File: config.mk
export PLATFORM = sky130hd
export DESIGN_NAME = dram_result_dumper
export DESIGN_NICKNAME = d
export VERILOG_FILES = /design/src/rtl/dram_result_dumper.sv
export SDC_FILE = /design/constraint.sdc
export NUM_CORES = 1
export LEC_CHECK = 0
export BUFFER_PORTS_ARGS = -buffer_cell sky130_fd_sc_hd__buf_2
export CORE_ASPECT_RATIO = 1.5
export CORE_UTILIZATION = 25
export DETAILED_ROUTE_END_ITERATION = 10
export SYNTH_ARGS = -nofsm -noshare
export SYNTH_HDL_FRONTEND = slang
export SYNTH_SLANG_ARGS = --single-unit
File: constraint.sdc
create_clock -name clk -period 2.02 [get_ports clk]
set_input_delay 0.404 -clock clk [delete_from_list [all_inputs] [get_ports clk]]
set_output_delay 0.404 -clock clk [all_outputs]
set_load 0.01 [all_outputs]
File: src/rtl/dram_result_dumper.sv
// Post-run data-memory dumper: once all cores halt, borrows the data_mem read
// port, streams a fixed address window over a valid/ready byte interface and
// keeps a running modular checksum of everything sent.
module dram_result_dumper #(
    parameter int unsigned WIDTH     = 8,
    parameter int unsigned DUMP_BASE = 0,
    parameter int unsigned DUMP_LEN  = 16
) (
    input  logic             clk,
    input  logic             rst_n,
    input  logic             proc_state,
    output logic             mem_sel,
    output logic             mem_rEn,
    output logic [WIDTH-1:0] mem_addr,
    input  logic [WIDTH-1:0] mem_data,
    output logic [WIDTH-1:0] out_data,
    output logic             out_valid,
    input  logic             out_ready,
    output logic             out_last,
    output logic             dump_done,
    output logic [WIDTH-1:0] checksum
);

    localparam logic [2:0] StIdle = 3'd0;
    localparam logic [2:0] StReq  = 3'd1;
    localparam logic [2:0] StWait = 3'd2;
    localparam logic [2:0] StSend = 3'd3;
    localparam logic [2:0] StDone = 3'd4;

    // Index is one bit wider than the address so a full 2^WIDTH window is legal.
    localparam logic [WIDTH:0]   LastIdx = (WIDTH+1)'(DUMP_LEN - 1);
    localparam logic [WIDTH-1:0] Base    = WIDTH'(DUMP_BASE);

    logic [2:0]       state_q, state_d;
    logic [WIDTH:0]   index_q, index_d;
    logic [WIDTH-1:0] data_q, data_d;
    logic             last_q, last_d;
    logic [WIDTH-1:0] sum_q, sum_d;

    // Next-state logic: one memory read per word, word held until accepted.
    always_comb begin
        state_d = state_q;
        index_d = index_q;
        data_d  = data_q;
        last_d  = last_q;
        sum_d   = sum_q;
        case (state_q)
            StIdle: begin
                if (proc_state) begin
                    state_d = StReq;
                    index_d = '0;
                    sum_d   = '0;
                    data_d  = '0;
                    last_d  = 1'b0;
                end
            end
            StReq: begin
                state_d = StWait;
            end
            StWait: begin
                // mem_data is registered, so it is valid the cycle after rEn.
                data_d  = mem_data;
                sum_d   = sum_q + mem_data;
                last_d  = (index_q == LastIdx);
                state_d = StSend;
            end
            StSend: begin
                if (out_ready) begin
                    if (last_q) begin
                        state_d = StDone;
                    end else begin
                        index_d = index_q + 1'b1;
                        state_d = StReq;
                    end
                end
            end
            StDone: begin
                // Re-arm only after the halt flag drops; clear so IDLE reads all-zero.
                if (!proc_state) begin
                    state_d = StIdle;
                    index_d = '0;
                    sum_d   = '0;
                    data_d  = '0;
                    last_d  = 1'b0;
                end
            end
            default: begin
                state_d = StIdle;
            end
        endcase
    end

    // State registers with asynchronous abort on reset.
    always_ff @(posedge clk or negedge rst_n) begin
        if (!rst_n) begin
            state_q <= StIdle;
            index_q <= '0;
            data_q  <= '0;
            last_q  <= 1'b0;
            sum_q   <= '0;
        end else begin
            state_q <= state_d;
            index_q <= index_d;
            data_q  <= data_d;
            last_q  <= last_d;
            sum_q   <= sum_d;
        end
    end

    // Outputs decoded from state; port ownership released outside the dump.
    always_comb begin
        mem_sel   = (state_q == StReq) || (state_q == StWait) || (state_q == StSend);
        mem_rEn   = (state_q == StReq);
        mem_addr  = (state_q == StReq) ? (Base + index_q[WIDTH-1:0]) : '0;
        out_valid = (state_q == StSend);
        out_last  = (state_q == StSend) && last_q;
        dump_done = (state_q == StDone);
        out_data  = data_q;
        checksum  = sum_q;
    end

endmodule

==> results of run 1 <==
## stage by stage
stage,TNS (ns),instance area [µm²]
floorplan,0,1674
global route,0,2128
detailed placement,-0.001643,2011
CTS,0,2097
global placement,0,2011
finish,0,2128
## worst reg2reg max path: stages (launching register included)
cell and delay (ns):
dfrtp_1 0.40, ha_1 0.22, fa_1 0.38, a21o_1 0.21
a21oi_2 0.16, o21bai_1 0.09, mux2_2 0.27, nand3_1 0.08
## cells by family (layout without fill, tap and decap cells)
kind of cell	after synthesis	in the layout
fa+ha+maj	9	9
xor+xnor	7	7
compound gates	44	44
buf+inv	10	63
mux	2	2
simple gates	68	68
flops	29	29
## path summary, 6_finish.rpt
path	end	startpoint	slack, ns	depth (start not counted)
max	checksum[6]	checksum[0]	0.15	7
min	index_q[0]	rst_n	0.16	1
max reg2reg	checksum[6]	checksum[0]	0.15	7
min reg2reg	out_data[6]	out_data[6]	0.50	1
max in group asynchronous	state_q[2]	rst_n	1.37	1
min in group clk	out_data[3]	mem_data[3]	0.36	2
## per-layer routing
metal | routed length [µm] | vias to the layer above | part of all wire | GRT usage
met3 | 137 | 8 | 0.034 | 0.03348
li1 | - | 715 | - | -
met1 | 1658 | 689 | 0.41 | 0.1429
met4 | 63 | 0 | 0.015 | 0.04867
met2 | 2218 | 29 | 0.54 | 0.2368
met5 | 0 | - | 0 | 0
## layout by cell type (no fill, tap or decap), drive strengths merged, types with 2 or more instances in the layout
cell type / n
buf: 53
dfrtp: 29
a22o: 14
nor2: 14
o21ai: 13
and2: 12
nand2: 10
nand3: 8
ha: 8
clkbuf: 7
a21oi: 7
xnor2: 4
o31ai: 4
nor3: 4
xor2: 3
and3: 3
inv: 3
nor3b: 3
nand2b: 2
nand4b: 2
mux2: 2
a32o: 2
nand3b: 2
nor2b: 2
## synthesized netlist by cell type, drive strengths merged (2+ instances only)
cell and number:
nor3b 3, mux2 2, xor2 3, ha 8, nor2 14, nand2b 2, and2 12, o31ai 4
dfrtp 29, nand3 8, a21oi 7, o21ai 13, nand2 10, xnor2 4, a32o 2, nor3 4
nand3b 2, and3 3, buf 6, nand4b 2, a22o 14, nor2b 2, inv 3
## registers in the layout, summed over array words and instances (netlist names)
register,cells
checksum,8
index_q,9
last_q,1
out_data,8
state_q,3
## cell type report
cell class	instances	area, µm²	area share
sequential	29	729.5	0.3427
multi-input combinational	130	910.9	0.4280
inverter	3	11.26	0.005291
timing repair buffer	53	295.3	0.1387
clock buffer	7	86.33	0.04056
tap	76	95.09	0.04468
## what timing repair did
action | in CTS | in global routing
endpoints found under the setup margin | 0 | 11
setup buffers | 0 | 1
endpoints found under the hold margin | 0 | 0
resized for setup | 0 | 8
## power breakdown
group	internal, mW	switching [mW]
registers	0.789	0.180
clock network	0.270	0.217
logic	0.713	0.777
==> flow_summary.json, run 1 <==
{
  "dp.cells": 289,
  "synthesis.nets": 190,
  "cts.sinks": 29,
  "routedWlPerCell_um": 13.68,
  "p_leak_nw": 1.016,
  "critPathLaunchType": "flop",
  "grt_setup_unrepaired": "false",
  "slew_violations": 0,
  "gp_congestion": 0.8020,
  "overflow": 0,
  "grt_pass1_wl_mm": 6.762,
  "ys_seq_area_frac": 0.4335,
  "critPathArrivalTime_ns": 2.07,
  "synth_fa_ha_area_frac": 0.07175,
  "ir_worst_vdd_v": 0.0005809,
  "dr.pass1.iters": 5,
  "fin_worst_hold_slack_ns": 0.1579,
  "finalSetupViolations": 0,
  "syn_area_um2": 1674,
  "power.density_nw_per_um2": 1384,
  "synthDominantCellAreaShare": 0.4335,
  "num-fill-cells": 703,
  "async_flop_share": 1.000,
  "post-route-util": 0.3281,
  "synth_xor_area_frac": 0.03662,
  "layout.cells.non_filler": 298,
  "cp.buffers_inverters": 0,
  "clockBufferDepth": 2,
  "final_nets": 243,
  "cp_max_fo": 3,
  "drive_gt1_frac": 0.3288,
  "outcome": "finished, final reports clean",
  "grt_max_degree": 30,
  "fmax_ghz": 0.5362,
  "hold_viol": 0,
  "crit_family": "adder cells",
  "path_clk_slew_ns": 0.06,
  "worst_clock_skew_ns": 0.006209,
  "cts-buffers-inserted": 5,
  "dp_hpwl_mm": 2.960,
  "worstSetupPathType": "flop to flop",
  "ys_types": 40,
  "area_growth_pct": 27.13,
  "period_share": 0.9233,
  "grt.total_usage": 0.1312,
  "total_power_mw": 2.945,
  "synth_top_family_by_area": "simple AND/OR/NAND/NOR gates",
  "ys_warn_count": 0,
  "drv_cap": 0,
  "ctsHoldBuffers": 0,
  "ys_ff_latch": 29,
  "rows": 36,
  "setup_ws_ns": 0.1549,
  "core-area_um2": 6486,
  "dp_slack_ns": -0.001643,
  "synth_top_area_cell": "dfrtp_1",
  "root_buffer": "clkbuf_8",
  "avgSynthCellArea_um2": 9.906,
  "netlist_instances": 169,
  "drt_iter0_drc": 34,
  "chipWidth_um": 68.82,
  "worst_slew_pin_slew_ns": 0.6892,
  "path_cells": "ha_1 -> fa_1 -> a21o_1 -> a21oi_2 -> o21bai_1 -> mux2_2 -> nand3_1",
  "final_antenna_net_count": 0,
  "critPathMaxStageDelay_ns": 0.40,
  "dieArea_um2": 7035,
  "vias": 1441,
  "first_global_vias": 1442,
  "antenna_found_initial": 0,
  "critPathCaptureType": "flop",
  "wl_mm": 4.076,
  "worstPathRequired_ns": 2.23,
  "antennaDiodeCount": 0,
  "synth_area_leaders": "dfrtp_1 (43%), a22o_1 (7.3%), ha_1 (6.0%), and2_1 (4.5%), o21ai_0 (3.6%)",
  "synth-simple-area-share": 0.2272,
  "initial_core_util": 0.2581,
  "drc": 0,
  "ios": 41,
  "ctsHtreeMaxLevel": 2,
  "clk_latency_ns": 0.28,
  "tritoncts": "done",
  "synthFlopType": "dfrtp_1",
  "die_h_um": 102.2,
  "fin_crit_ns": 1.865,
  "hold_path.class": "primary input to async pin",
  "synth_edf_count": 0,
  "relSlewSlack": 0.5406,
  "via_per_inst": 4.836,
  "portBuffers": 40,
  "synth-compound-area-share": 0.1831,
  "crit_slowest_cell": "dfrtp_1",
  "synth_mux_area_frac": 0.01345
}
No activity file was read; power rests on OpenSTA's default activity.
==> inputs of run 2 (changes only) <==
--- a/config.mk
+++ b/config.mk
@@ -9,6 +9,7 @@
 export CORE_ASPECT_RATIO = 1.5
 export CORE_UTILIZATION = 25
 export DETAILED_ROUTE_END_ITERATION = 10
+export RECOVER_POWER = 100
 export SYNTH_ARGS = -nofsm -noshare
 export SYNTH_HDL_FRONTEND = slang
 export SYNTH_SLANG_ARGS = --single-unit
==> constraint.sdc (replaced) <==
create_clock -name clk -period 1.98 [get_ports clk]
set_input_delay 0.396 -clock clk [delete_from_list [all_inputs] [get_ports clk]]
set_output_delay 0.396 -clock clk [all_outputs]
set_load 0.01 [all_outputs]
==> run 2 against run 1 <==
Against the previous run:
- the flow now finishes with violations (max-capacitance violations, max-slew violations)
- flip-flop and latch count unchanged
- first-iteration DRC count rose by 68%
- combinational power is 5% lower
- largest power group unchanged
==> flow_summary.json, run 2 (same netlist as run 1, synthesis figures left out) <==
{
  "layout.cells.non_filler": 298,
  "crit_family": "adder cells",
  "ctsHoldBuffers": 0,
  "p_seq_frac": 0.339,
  "slew_violations": 30,
  "final_cell_mix": "clkbuf_1 (31), dfrtp_1 (29), a22o_1 (14)",
  "worst_clock_skew_ns": 0.008939,
  "ir_worst_vdd_v": 0.0005602,
  "setup_tns_ns": 0,
  "cp_max_fo": 3,
  "grtUsageMet3": 0.03013,
  "violations": "max-capacitance violations, max-slew violations",
  "final_antenna_net_count": 0,
  "path_clk_slew_ns": 0.07,
  "clkPwrFrac": 0.167,
  "ios": 41,
  "grt_setup_unrepaired": "false",
  "cts-buffers-inserted": 5,
  "crit_slowest_cell": "dfrtp_1",
  "drv_cap": 1,
  "hold_path.class": "primary input to flop",
  "p_sw_mw": 1.198,
  "worstPathRequired_ns": 2.15,
  "path_cells": "ha_1 -> fa_1 -> a21o_1 -> a21oi_2 -> clkbuf_4 -> xnor2_1 -> a22o_1",
  "fin_crit_ns": 1.885,
  "grt_max_degree": 30,
  "first_global_vias": 1408,
  "post_cts_buffers": 0,
  "root_buffer": "clkbuf_8",
  "die_h_um": 102.2,
  "period_share": 0.9521,
  "cp.buffers_inverters": 1,
  "cts_resized": 0,
  "finalSetupViolations": 0,
  "met1_usage": 0.1385,
  "worst_slew_pin_slew_ns": 1.605,
  "drt_iter0_drc": 57,
  "use_met2": 0.2225,
  "worstSetupPathType": "flop to flop",
  "gp_congestion": 0.8159,
  "p_leak_nw": 0.9003,
  "num-fill-cells": 713,
  "cellInternalPower_mw": 1.677,
  "dieArea_um2": 7035,
  "final_nets": 242,
  "power.density_nw_per_um2": 1405,
  "largest_reg_flops": 9,
  "critPathCaptureType": "flop",
  "fmax_ghz": 0.5305,
  "wl_mm": 3.999,
  "antenna_found_initial": 0,
  "initial_core_util": 0.2581,
  "comb_power_share": 0.494,
  "max_flop_register": "index_q",
  "dp.cells": 290,
  "portBuffers": 40,
  "chipWidth_um": 68.82,
  "via_per_inst": 4.822,
  "area_growth_pct": 22.20,
  "core-area_um2": 6486,
  "final_common_cell": "clkbuf_1",
  "overflow": 0,
  "hold_viol": 0,
  "fin_worst_hold_slack_ns": 0.3569,
  "outcome": "finished with violations",
  "drive_gt1_frac": 0.1667,
  "critPathArrivalTime_ns": 2.06,
  "cts.sinks": 29,
  "drc": 0,
  "dp_hpwl_mm": 2.928,
  "rows": 36,
  "relSlewSlack": -0.06999,
  "critPathLaunchType": "flop",
  "grt.total_usage": 0.1246,
  "switching_share": 0.4166,
  "critPathMaxStageDelay_ns": 0.40,
  "grt_busiest_layer": "met2",
  "vias": 1437,
  "ctsHtreeMaxLevel": 2,
  "routedWlPerCell_um": 13.42,
  "antennaDiodeCount": 0,
  "clockBufferDepth": 2,
  "tritoncts": "done",
  "clk_latency_ns": 0.28,
  "dr.pass1.iters": 4,
  "grt_pass1_wl_mm": 6.479
}
[run 2: changes by cell type in the layout (fill, tap and decap cells not counted), moves of 2 or more]
cell,delta
clkinv_2,+2
buf_2,-29
clkbuf_2,+3
dfrtp_1,+3
clkbuf_1,+30
buf_4,-7
dfrtp_2,-3
clkbuf_4,+2
[run 2: cell type report]
cell class / instances / area [µm²] / share of cell area
Sequential cell: 29 / 725.7 / 0.3547
Clock buffer: 6 / 72.57 / 0.03547
Timing Repair Buffer: 52 / 240.2 / 0.1174
Clock inverter: 2 / 10.01 / 0.004893
Multi-Input combinational cell: 130 / 890.9 / 0.4355
Tap cell: 76 / 95.09 / 0.04648
Inverter: 3 / 11.26 / 0.005505
[run 2: per-layer routing]
layer	vias to the layer above	routed length, µm
li1	715	-
met1	680	1682
met2	33	2084
met3	9	149
met4	0	82
met5	-	0
[run 2: path summary, 6_finish.rpt]
path,startpoint,endpoint,slack (ns),cells after the start
hold / removal,mem_data[0],out_data[0],0.36,2
setup / recovery,checksum[0],checksum[4],0.09,7
hold reg to reg,out_data[4],out_data[4],0.50,1
min in group asynchronous,rst_n,index_q[6],0.51,1
setup reg to reg,checksum[0],checksum[4],0.09,7
max in group asynchronous,rst_n,out_data[3],0.53,1
[run 2: per-stage QoR]
step / setup WS (ns) / utilization / total power, mW / area, µm²
2_1_floorplan: 0.1157 / - / 1.944 / 1674
3_3_place_gp: -0.007373 / 0.3112 / 2.460 / 2018
3_5_place_dp: -0.03046 / 0.3112 / 2.482 / 2018
4_1_cts: 0.08842 / 0.3239 / 2.984 / 2101
5_1_grt: 0.009858 / 0.3154 / 3.139 / 2046
6_report: 0.09484 / 0.3154 / 2.875 / 2046
[run 2: power by group through the flow]
stage / sequential [mW] / combinational, mW / clock [mW]
CTS: 0.972 / 1.51 / 0.503
floorplan: 1.02 / 0.928 / 0
global placement: 0.976 / 1.48 / 0
finish: 0.975 / 1.42 / 0.481
detailed placement: 0.977 / 1.51 / 0
global route: 1.01 / 1.60 / 0.533
==> inputs of run 3 (changes only) <==
--- a/config.mk
+++ b/config.mk
@@ -6,9 +6,12 @@
 export NUM_CORES = 1
 export LEC_CHECK = 0
 export BUFFER_PORTS_ARGS = -buffer_cell sky130_fd_sc_hd__buf_2
+export CELL_PAD_IN_SITES_DETAIL_PLACEMENT = 1
+export CELL_PAD_IN_SITES_GLOBAL_PLACEMENT = 2
 export CORE_ASPECT_RATIO = 1.5
 export CORE_UTILIZATION = 25
 export DETAILED_ROUTE_END_ITERATION = 10
+export PLACE_DENSITY_LB_ADDON = 0.3
 export RECOVER_POWER = 100
 export SYNTH_ARGS = -nofsm -noshare
 export SYNTH_HDL_FRONTEND = slang
==> run 3 against run 2 <==
Against the previous run:
- worst setup slack got worse by 0.0054 ns
- clock power rose by 17%
- critical path type is now flop to output pin
- the flow now finishes without violations
- routed wire length rose by 16%
- global-route usage rose by 2.3 points
- non-clock buffer count rose by 8
- flip-flop and latch count did not move
- count of clock-buffer cells in the layout rose by 1
- sequential power fell by 0.5%
- register-to-register slack barely moved
- maximum frequency fell by 0.28%
- hold slack got worse by 0.18 ns
==> flow_summary.json, run 3 (same netlist as run 1, synthesis figures left out) <==
{
  "wl_mm": 4.656,
  "fin_worst_hold_slack_ns": 0.1793,
  "tritoncts": "done",
  "drive_gt1_frac": 0.3522,
  "power.density_nw_per_um2": 1423,
  "grt_setup_unrepaired": "true",
  "largest_reg_flops": 9,
  "initial_core_util": 0.2581,
  "via_per_inst": 4.928,
  "finalSetupViolations": 0,
  "final_common_cell": "buf_2",
  "slew_violations": 0,
  "final_nets": 250,
  "clockBufferDepth": 2,
  "p_sw_mw": 1.266,
  "cp_max_fo": 5,
  "drt_iter0_drc": 44,
  "wl_met2_mm": 2.505,
  "path_clk_slew_ns": 0.07,
  "ctsHtreeMaxLevel": 2,
  "clk_latency_ns": 0.28,
  "critPathArrivalTime_ns": 1.49,
  "switching_share": 0.4043,
  "postPlaceCellArea_um2": 2033,
  "post-route-util": 0.3393,
  "portBuffers": 40,
  "ios": 41,
  "fmax_ghz": 0.5290,
  "wl_met1_mm": 1.940,
  "routed.top_layer": "met4",
  "worstSetupPathType": "flop to output pin",
  "p_seq_frac": 0.310,
  "rows": 36,
  "period_share": 0.9548,
  "cts-buffers-inserted": 5,
  "overflow": 0,
  "die_h_um": 102.2,
  "gp_congestion": 0.7414,
  "vias": 1508,
  "outcome": "finished, final reports clean",
  "cellInternalPower_mw": 1.866,
  "hold_viol": 0,
  "antennaDiodeCount": 0,
  "dr.pass1.iters": 5,
  "final_cell_area_um2": 2201,
  "cts.sinks": 29,
  "drc": 0,
  "grt_max_degree": 30,
  "clkPwrFrac": 0.180,
  "worst_clock_skew_ns": 0.004374,
  "critPathCaptureType": "output pin",
  "hold_path.class": "primary input to async pin",
  "max_flop_register": "index_q",
  "setup_tns_ns": 0,
  "first_global_vias": 1512,
  "antenna_found_initial": 0,
  "chipWidth_um": 68.82,
  "comb_power_share": 0.510,
  "ctsHoldBuffers": 0,
  "grt.total_usage": 0.1473,
  "fin_crit_ns": 1.891,
  "wl_met3_um": 159,
  "core-area_um2": 6486,
  "grt_pass1_wl_mm": 7.583,
  "final_antenna_net_count": 0,
  "drv_cap": 0,
  "ir_worst_vdd_v": 0.0006270,
  "critPathLaunchType": "flop",
  "dieArea_um2": 7035,
  "p_leak_nw": 1.065,
  "root_buffer": "clkbuf_8",
  "routedWlPerCell_um": 15.22,
  "worst_slew_pin_slew_ns": 0.7869,
  "final_cell_mix": "buf_2 (40), dfrtp_1 (28), buf_4 (18)",
  "area_growth_pct": 31.46,
  "dp_hpwl_mm": 3.317,
  "relSlewSlack": 0.4754,
  "worstPathRequired_ns": 1.58
}
## run 3: cell types whose count changed in the layout (fill, tap and decap cells not counted), sizes merged
cell,previous run,this run
buf,17,59
clkbuf,41,8
clkinv,2,1
## run 3: final timing paths
check | start | slack [ns] | endpoint | cells after the start
worst max register to register | checksum[0] | 0.10 | checksum[6] | 7
worst min-delay path | rst_n | 0.18 | index_q[5] | 1
max in group asynchronous | rst_n | 1.24 | state_q[2] | 1
min in group clk | mem_data[2] | 0.35 | out_data[2] | 2
worst max-delay path | state_q[2] | 0.09 | mem_addr[7] | 5
worst min register to register | out_data[6] | 0.51 | out_data[6] | 1
## run 3: cell type report
cell class / instances / area, µm²
inverters: 3 / 11.26
flip-flops and latches: 29 / 726.9
repair buffers: 60 / 351.6
clock inverters: 1 / 5.005
well taps: 76 / 95.09
clock buffers: 7 / 96.34
multi-input cells: 130 / 914.6
fillers: 788 / 4285
## run 3: power by group through the flow
stage | clock (mW) | sequential (mW) | combinational (mW)
after detailed placement | 0 | 0.982 | 1.56
final | 0.564 | 0.970 | 1.60
after global placement | 0 | 0.985 | 1.53
after CTS | 0.586 | 0.976 | 1.57
after global routing | 0.605 | 1.00 | 1.79
after floorplan | 0 | 1.02 | 0.928
## run 3: per-stage QoR
stage	total power [mW]	setup slack, ns	std cells
floorplan	1.944	0.1157	169
global placement	2.515	-0.05518	292
detailed placement	2.541	-0.09797	292
CTS	3.133	0.004282	300
global route	3.401	0.005963	306
finish	3.132	0.08947	306
## run 3: layer usage
layer  vias to the layer above  global-route usage
met1                       742              0.1790
met3                         5             0.03013
li1                        726                   -
met2                        35              0.2519
met4                         0             0.05181
met5                         -                   0
## run 3: critical path, cell delays in order, from the launching register on
cell and delay (ns):
dfrtp_2 0.44, buf_6 0.14, nor3b_4 0.22, buf_2 0.17
and2_1 0.12, buf_2 0.12
## run 3: what timing repair did
item                                   in CTS  in global routing
cloned                                      0                  1
setup buffers                               0                  5
endpoints found under the hold margin       0                  0
gates resized for setup                     2                  6
setup endpoints to repair                   8                 11
